## src/rtl/vec_mem_pipe_if.sv

```systemverilog
// vec_mem_pipe_if: write/read/clear bus between the operand loader, vec_mem_pipe and the MAC
interface vec_mem_pipe_if #(
    parameter int DATA_WIDTH = 32,
    parameter int ADDR_WIDTH = 4
);
    logic                    write_en;
    logic [ADDR_WIDTH-1:0]   write_address;
    logic [DATA_WIDTH/8-1:0] write_strb;
    logic [DATA_WIDTH-1:0]   data_in;
    logic                    read_en;
    logic [ADDR_WIDTH-1:0]   read_address;
    logic [DATA_WIDTH-1:0]   data_out;
    logic                    read_valid;
    logic                    clear_req;
    logic                    init_busy;
    modport master (
        output write_en, write_address, write_strb, data_in, read_en, read_address, clear_req,
        input  data_out, read_valid, init_busy
    );
    modport slave (
        input  write_en, write_address, write_strb, data_in, read_en, read_address, clear_req,
        output data_out, read_valid, init_busy
    );
endinterface

```

## src/rtl/vec_mem_pipe.sv

```systemverilog
// vec_mem_pipe: byte-strobed dual-port vector memory with pipelined reads and a clear sweep
module vec_mem_pipe #(
    parameter int DATA_WIDTH     = 32,
    parameter int MEM_SIZE       = 16,
    parameter int ADDR_WIDTH     = 4,
    parameter int READ_LATENCY   = 2,
    parameter int RDW_MODE       = 0,
    parameter int CLEAR_ON_RESET = 1
) (
    input logic clk,
    input logic rst_n,
    vec_mem_pipe_if.slave bus
);
    localparam int NB = DATA_WIDTH / 8;
    localparam logic [ADDR_WIDTH:0] LIMIT = (ADDR_WIDTH + 1)'(MEM_SIZE);
    localparam logic [ADDR_WIDTH-1:0] LAST = ADDR_WIDTH'(MEM_SIZE - 1);
    typedef enum logic {IDLE, CLEAR} state_t;
    state_t state_q, state_d;
    logic [ADDR_WIDTH-1:0] clr_addr_q, clr_addr_d;
    logic init_busy_q, init_busy_d;
    logic start_q, start_d;
    logic [DATA_WIDTH-1:0] mem_q [MEM_SIZE];
    logic [READ_LATENCY-1:0] vld_q, vld_d;
    logic [DATA_WIDTH-1:0] dat_q [READ_LATENCY];
    logic [DATA_WIDTH-1:0] dat_d [READ_LATENCY];
    logic [DATA_WIDTH-1:0] data_out_q, data_out_d;
    logic read_valid_q, read_valid_d;
    logic wr_in, rd_in, wr_ok, rd_ok, mem_we;
    logic [ADDR_WIDTH-1:0] mem_waddr;
    logic [DATA_WIDTH-1:0] old_word, merged, rd_word, mem_wdata;
    // Requests are dropped outright while the sweep owns the array
    always_comb begin
        wr_in = {1'b0, bus.write_address} < LIMIT;
        rd_in = {1'b0, bus.read_address} < LIMIT;
        wr_ok = bus.write_en && !init_busy_q && wr_in;
        rd_ok = bus.read_en && !init_busy_q;
        old_word = wr_in ? mem_q[bus.write_address] : '0;
        merged = old_word;
        for (int i = 0; i < NB; i++)
            merged[8*i +: 8] = bus.write_strb[i] ? bus.data_in[8*i +: 8] : old_word[8*i +: 8];
        rd_word = !rd_in ? '0
                : (RDW_MODE == 1 && wr_ok && bus.write_address == bus.read_address) ? merged
                : mem_q[bus.read_address];
        mem_we = state_q == CLEAR || wr_ok;
        mem_waddr = state_q == CLEAR ? clr_addr_q : bus.write_address;
        mem_wdata = state_q == CLEAR ? '0 : merged;
    end
    always_comb begin
        state_d = state_q;
        clr_addr_d = clr_addr_q;
        init_busy_d = init_busy_q;
        start_d = start_q;
        if (state_q == IDLE && (start_q || bus.clear_req)) begin
            state_d = CLEAR;
            clr_addr_d = '0;
            init_busy_d = 1'b1;
            start_d = 1'b0;
        end else if (state_q == CLEAR) begin
            clr_addr_d = clr_addr_q + 1'b1;
            state_d = clr_addr_q == LAST ? IDLE : CLEAR;
            init_busy_d = clr_addr_q != LAST;
        end
    end
    always_comb begin
        vld_d = vld_q;
        vld_d[0] = rd_ok;
        dat_d = dat_q;
        dat_d[0] = rd_word;
        for (int i = 1; i < READ_LATENCY; i++) begin
            vld_d[i] = vld_q[i-1];
            dat_d[i] = dat_q[i-1];
        end
        read_valid_d = vld_q[READ_LATENCY-1];
        data_out_d = vld_q[READ_LATENCY-1] ? dat_q[READ_LATENCY-1] : data_out_q;
    end
    always_ff @(posedge clk) begin
        if (!rst_n) begin
            state_q <= IDLE;
            clr_addr_q <= '0;
            init_busy_q <= 1'b0;
            start_q <= CLEAR_ON_RESET != 0;
            vld_q <= '0;
            for (int i = 0; i < READ_LATENCY; i++) dat_q[i] <= '0;
            data_out_q <= '0;
            read_valid_q <= 1'b0;
        end else begin
            state_q <= state_d;
            clr_addr_q <= clr_addr_d;
            init_busy_q <= init_busy_d;
            start_q <= start_d;
            vld_q <= vld_d;
            dat_q <= dat_d;
            data_out_q <= data_out_d;
            read_valid_q <= read_valid_d;
        end
    end
    always_ff @(posedge clk) begin
        if (mem_we) mem_q[mem_waddr] <= mem_wdata;
    end
    assign bus.data_out = data_out_q;
    assign bus.read_valid = read_valid_q;
    assign bus.init_busy = init_busy_q;
endmodule

```

## src/flat_wrapper.sv

```systemverilog
// flat-port wrapper written by rule: the top's interface ports become plain ports
module vec_mem_pipe_flat 
#(
    parameter int DATA_WIDTH     = 32,
    parameter int MEM_SIZE       = 16,
    parameter int ADDR_WIDTH     = 4,
    parameter int READ_LATENCY   = 2,
    parameter int RDW_MODE       = 0,
    parameter int CLEAR_ON_RESET = 1
)
  (clk, rst_n, bus_write_en, bus_write_address, bus_write_strb, bus_data_in, bus_read_en, bus_read_address, bus_clear_req, bus_data_out, bus_read_valid, bus_init_busy);
  vec_mem_pipe_if #(.DATA_WIDTH(DATA_WIDTH), .ADDR_WIDTH(ADDR_WIDTH)) bus_i ();
  input logic clk;
  input logic rst_n;
  input wire logic [$bits(bus_i.write_en)-1:0] bus_write_en;
  input wire logic [$bits(bus_i.write_address)-1:0] bus_write_address;
  input wire logic [$bits(bus_i.write_strb)-1:0] bus_write_strb;
  input wire logic [$bits(bus_i.data_in)-1:0] bus_data_in;
  input wire logic [$bits(bus_i.read_en)-1:0] bus_read_en;
  input wire logic [$bits(bus_i.read_address)-1:0] bus_read_address;
  input wire logic [$bits(bus_i.clear_req)-1:0] bus_clear_req;
  output wire logic [$bits(bus_i.data_out)-1:0] bus_data_out;
  output wire logic [$bits(bus_i.read_valid)-1:0] bus_read_valid;
  output wire logic [$bits(bus_i.init_busy)-1:0] bus_init_busy;
  assign bus_i.write_en = bus_write_en;
  assign bus_i.write_address = bus_write_address;
  assign bus_i.write_strb = bus_write_strb;
  assign bus_i.data_in = bus_data_in;
  assign bus_i.read_en = bus_read_en;
  assign bus_i.read_address = bus_read_address;
  assign bus_i.clear_req = bus_clear_req;
  assign bus_data_out = bus_i.data_out;
  assign bus_read_valid = bus_i.read_valid;
  assign bus_init_busy = bus_i.init_busy;
  vec_mem_pipe #(.DATA_WIDTH(DATA_WIDTH), .MEM_SIZE(MEM_SIZE), .ADDR_WIDTH(ADDR_WIDTH), .READ_LATENCY(READ_LATENCY), .RDW_MODE(RDW_MODE), .CLEAR_ON_RESET(CLEAR_ON_RESET)) u_core (.clk(clk), .rst_n(rst_n), .bus(bus_i));
endmodule
```

## config.mk

```make
export PLATFORM = sky130hd
export DESIGN_NAME = vec_mem_pipe_flat
export DESIGN_NICKNAME = d
export VERILOG_FILES = /design/src/rtl/vec_mem_pipe_if.sv /design/src/rtl/vec_mem_pipe.sv /design/src/flat_wrapper.sv
export SDC_FILE = /design/constraint.sdc
export NUM_CORES = 1
export LEC_CHECK = 0
export CORE_UTILIZATION = 30
export CTS_CLUSTER_DIAMETER = 50
export DETAILED_ROUTE_END_ITERATION = 10
export PLACE_DENSITY_LB_ADDON = 0.05
export REMOVE_ABC_BUFFERS = 1
export SYNTH_ARGS = -nofsm -noshare
export SYNTH_HDL_FRONTEND = slang
export SYNTH_SLANG_ARGS = --single-unit
```

## constraint.sdc

```tcl
create_clock -name clk -period 2.85 [get_ports clk]
set_input_delay 0.4275 -clock clk [delete_from_list [all_inputs] [get_ports clk]]
set_output_delay 0.4275 -clock clk [all_outputs]
set_load 0.03 [all_outputs]
```

==> summary.md <==
| Metric | Value |
|---|---|
| Std-Cell Rows | 110 |
| CP startpoint | u_core.state_q$_SDFF_PN0_ |
| Vias | 17700 |
| Initial DRC Count | 1424 |
| Hold Buf Count CTS | 0 |
| Worst Setup Start Kind | flip-flop |
| First-pass GRT wire length | 138000 µm |
| Register area share after synthesis | 63.4% |
| Clock Sinks | 618 |
| M2 GR Usage | 34.0% |
| Top post-synthesis cells by area | edfxtp_1 56%, mux2i_1 12%, dfxtp_1 7.7%, mux4_2 6.7%, nand2_1 2.2% |
| TritonRoute pass-1 iters | 5 |
| Worst hold path stage count | 2 |
| CTS tree | yes |
| Top cell by count, worst path | nand3_1 |
| HP Class | input port to flip-flop |
| Critical setup path kind | flip-flop to flip-flop |
| Layout cells sized above 1 | 22.3% |
| Commonest non-fill, non-tap cells in the layout | 512 x edfxtp_1, 337 x mux2i_1, 162 x nand2_1, 112 x buf_4, 105 x dfxtp_1 |
| Final non-filler cell total | 3342 |
| DR WL/cell | 29.0 µm |
| RR Startpoint | u_core.state_q$_SDFF_PN0_ |
| Post-synthesis register bit count | 618 |
| Grt ovf | 0 |
| Final non-filler cell area | 0.0345 mm² |
| Worst-margin pin slew | 953 ps |
| Fillcell total | 8502 |
| Tot GR Track Use | 20.8% |
| IO Count | 83 |
| Gate Count Post-Synth | 1876 |
| Drt drc | 0 |
| Cell family with the largest share of critical-path delay | simple AND/OR/NAND/NOR gates |
| Final Hold Violating Endpoints | 0 |
| Hold path endpoint | u_core.bus.data_out[18]$_SDFFE_PN0P_ |
| Vias in the first global route | 18700 |
| Vias per inst | 5.31 |
| Clk root buf | clkbuf_16 |
| H-tree Lvls | 3 |
| Area leader, netlist | edfxtp_1 |
| RSZ-0062 raised after global routing | no |
| Pins Over Slew Limit | 0 |
| Biggest cell delay along the critical path | 650 ps |
| Reg clk slew, reported paths | 60 ps |
| Core area | 0.0906 mm² |
| Post-CTS setup buffers | 0 |
| Die Area | 0.0932 mm² |
| CP max stage cell | or3b_2 |
| Layout Area Growth over Synthesis | 25.2% |
| Initial antenna violation count | 3 |
| CTS buffer count | 92 |
| Top FF cell, synth | edfxtp_1 |
| Met1 usage | 28.3% |
| Worst path arrival time | 2950 ps |
| Grt met3 use | 2.73% |
| Yosys cell types | 43 |
| Busiest grt layer | met2 |
| Slew margin rel. | 36.5% |
| Final period util | 91.6% |
| Nets | 2134 |
| Crit path max fanout | 16 |
| Hold_sp | rst_n |
| Most common cell after layout, fill and taps aside | edfxtp_1 |
| Fmax | 0.383 GHz |
| R2R Setup Slk | 240 ps |
| Placer's final routability congestion estimate | 0.768 |
| Dpl hpwl | 59000 µm |
| WP buf/inv | 1 |
| Ys async rst share | 0% |
| Clock skew | 22.0 ps |
| R2r endpoint | u_core.mem_q[2][20]$_DFFE_PP_ |
| Register-to-Register Path Depth | 5 |
| Status | finished, final reports clean |
| Die H | 305 µm |
| Post-DRT Antenna Nets | 0 |
| Initial Utilization | 30.5% |
| Synth warn | 0 |
| CP Data Required Time | 3190 ps |
| Post_cts resized | 0 |
| Worst-case clock buffer depth | 3 |
| Fin crit period | 2610 ps |
| Placed cells | 3166 |
| MaxCap Viol Count | 0 |
| Largest net degree at the start of global routing | 53 |
| Chip Width | 305 µm |
| Post-Place Cell Area | 0.0313 mm² |
| Pleak | 12.3 nW |
| Total routed wirelength | 97000 µm |
| Pwr per Cell Area | 691 mW/mm² |
| Synth Cell Area | 0.0276 mm² |
| Final setup fails | 0 |
| Post-Syn Area per Cell | 14.7 µm² |
| EDFF count, synth | 512 |
| Clock latency on the worst-skew pair | 650 ps |
| IO buf count | 82 |
| Max VDD drop | 0.000395 V |
| CP endpoint kind | flip-flop |
| Critical Path, Cell by Cell | buf_12 -> or3b_2 -> a21oi_1 -> nand3_1 -> nand3_1 |
| Area share of the largest cell type after synthesis | 55.7% |
cell families (layout without fill, tap and decap cells):
logic type / Yosys count / after routing / share of synthesized area, %
flops: 618 / 618 / 63.4
compound gates: 259 / 259 / 6.46
fa+ha+maj: 1 / 1 / 0.0454
mux: 461 / 461 / 20.6
simple gates: 396 / 396 / 6.87
buf+inv: 139 / 427 / 2.49
other cells: 0 / 2 / 0
xor+xnor: 2 / 2 / 0.0635
where the power goes:
part           switching, mW  internal (mW)
Sequential            0.0959           10.1
Combinational           1.19          0.788
Clock                   4.50           7.19
Total                   5.79           18.1
synth_stat cells (5+ instances only):
cell / number
nand3_1: 97
mux2i_1: 337
buf_4: 10
a21oi_1: 76
dfxtp_1: 106
nor2_1: 28
edfxtp_1: 512
buf_6: 10
buf_2: 40
a22oi_1: 67
and2_1: 37
a221o_1: 16
nand2_1: 162
mux4_2: 82
o21ai_0: 31
a22o_1: 15
a211oi_1: 18
nand2b_1: 5
clkbuf_1: 53
nor2b_1: 54
a32o_1: 11
a32oi_1: 13
mux2_2: 42
buf_1: 21
worst max path at each step:
stage	endpoint	slack [ps]	depth (start not counted)
2_1_floorplan	u_core.mem_q[0][30]$_DFFE_PP_	-620	4
3_3_place_gp	u_core.mem_q[14][20]$_DFFE_PP_	30	6
3_5_place_dp	u_core.mem_q[8][20]$_DFFE_PP_	20	6
4_1_cts	u_core.mem_q[6][20]$_DFFE_PP_	270	5
5_1_grt	u_core.mem_q[2][20]$_DFFE_PP_	190	5
6_report	u_core.mem_q[2][20]$_DFFE_PP_	240	5
sequential cells by signal, summed over array words and instances (netlist names):
name / cells
u_core.state_q: 1
u_core.vld_q: 2
u_core.bus.data_out: 32
u_core.clr_addr_q: 4
u_core.bus.read_valid: 1
u_core.bus.init_busy: 1
u_core.dat_q: 32
u_core.mem_q: 512
u_core.start_q: 1
u_core.dat_d: 32
routing by layer:
metal  routed length (µm)  share of wire [%]  vias up
met5                    0                  0        -
met4                 2880                3.0        0
met2                45800                 47      544
met1                43800                 45     9230
met3                 4500                4.6      173
li1                     -                  -     7800
per-stage QoR:
stage               worst slack, ps  utilization (%)  total power [mW]  setup TNS [ps]  hold WS [ps]
floorplan                      -620                -              11.2         -362090           412
global placement               32.2             34.6              12.4               0           414
detailed placement             15.7             34.6              12.4               0           421
CTS                             272             38.1              24.2               0           287
global route                    193             38.1              24.7               0           298
finish                          240             38.1              23.9               0           308
final cells by class:
cell class / count / area [µm²] / area share, %
sequential: 618 / 17500 / 50.7
multi-input combinational: 1119 / 9550 / 27.7
timing repair buffer: 249 / 2800 / 8.11
clock buffer: 114 / 2460 / 7.14
tap: 1176 / 1470 / 4.26
clock inverter: 60 / 732 / 2.12
inverter: 4 / 15.0 / 0.0435
antenna: 2 / 5.00 / 0.0145
Note: power is estimated with default switching activity, not from simulation.
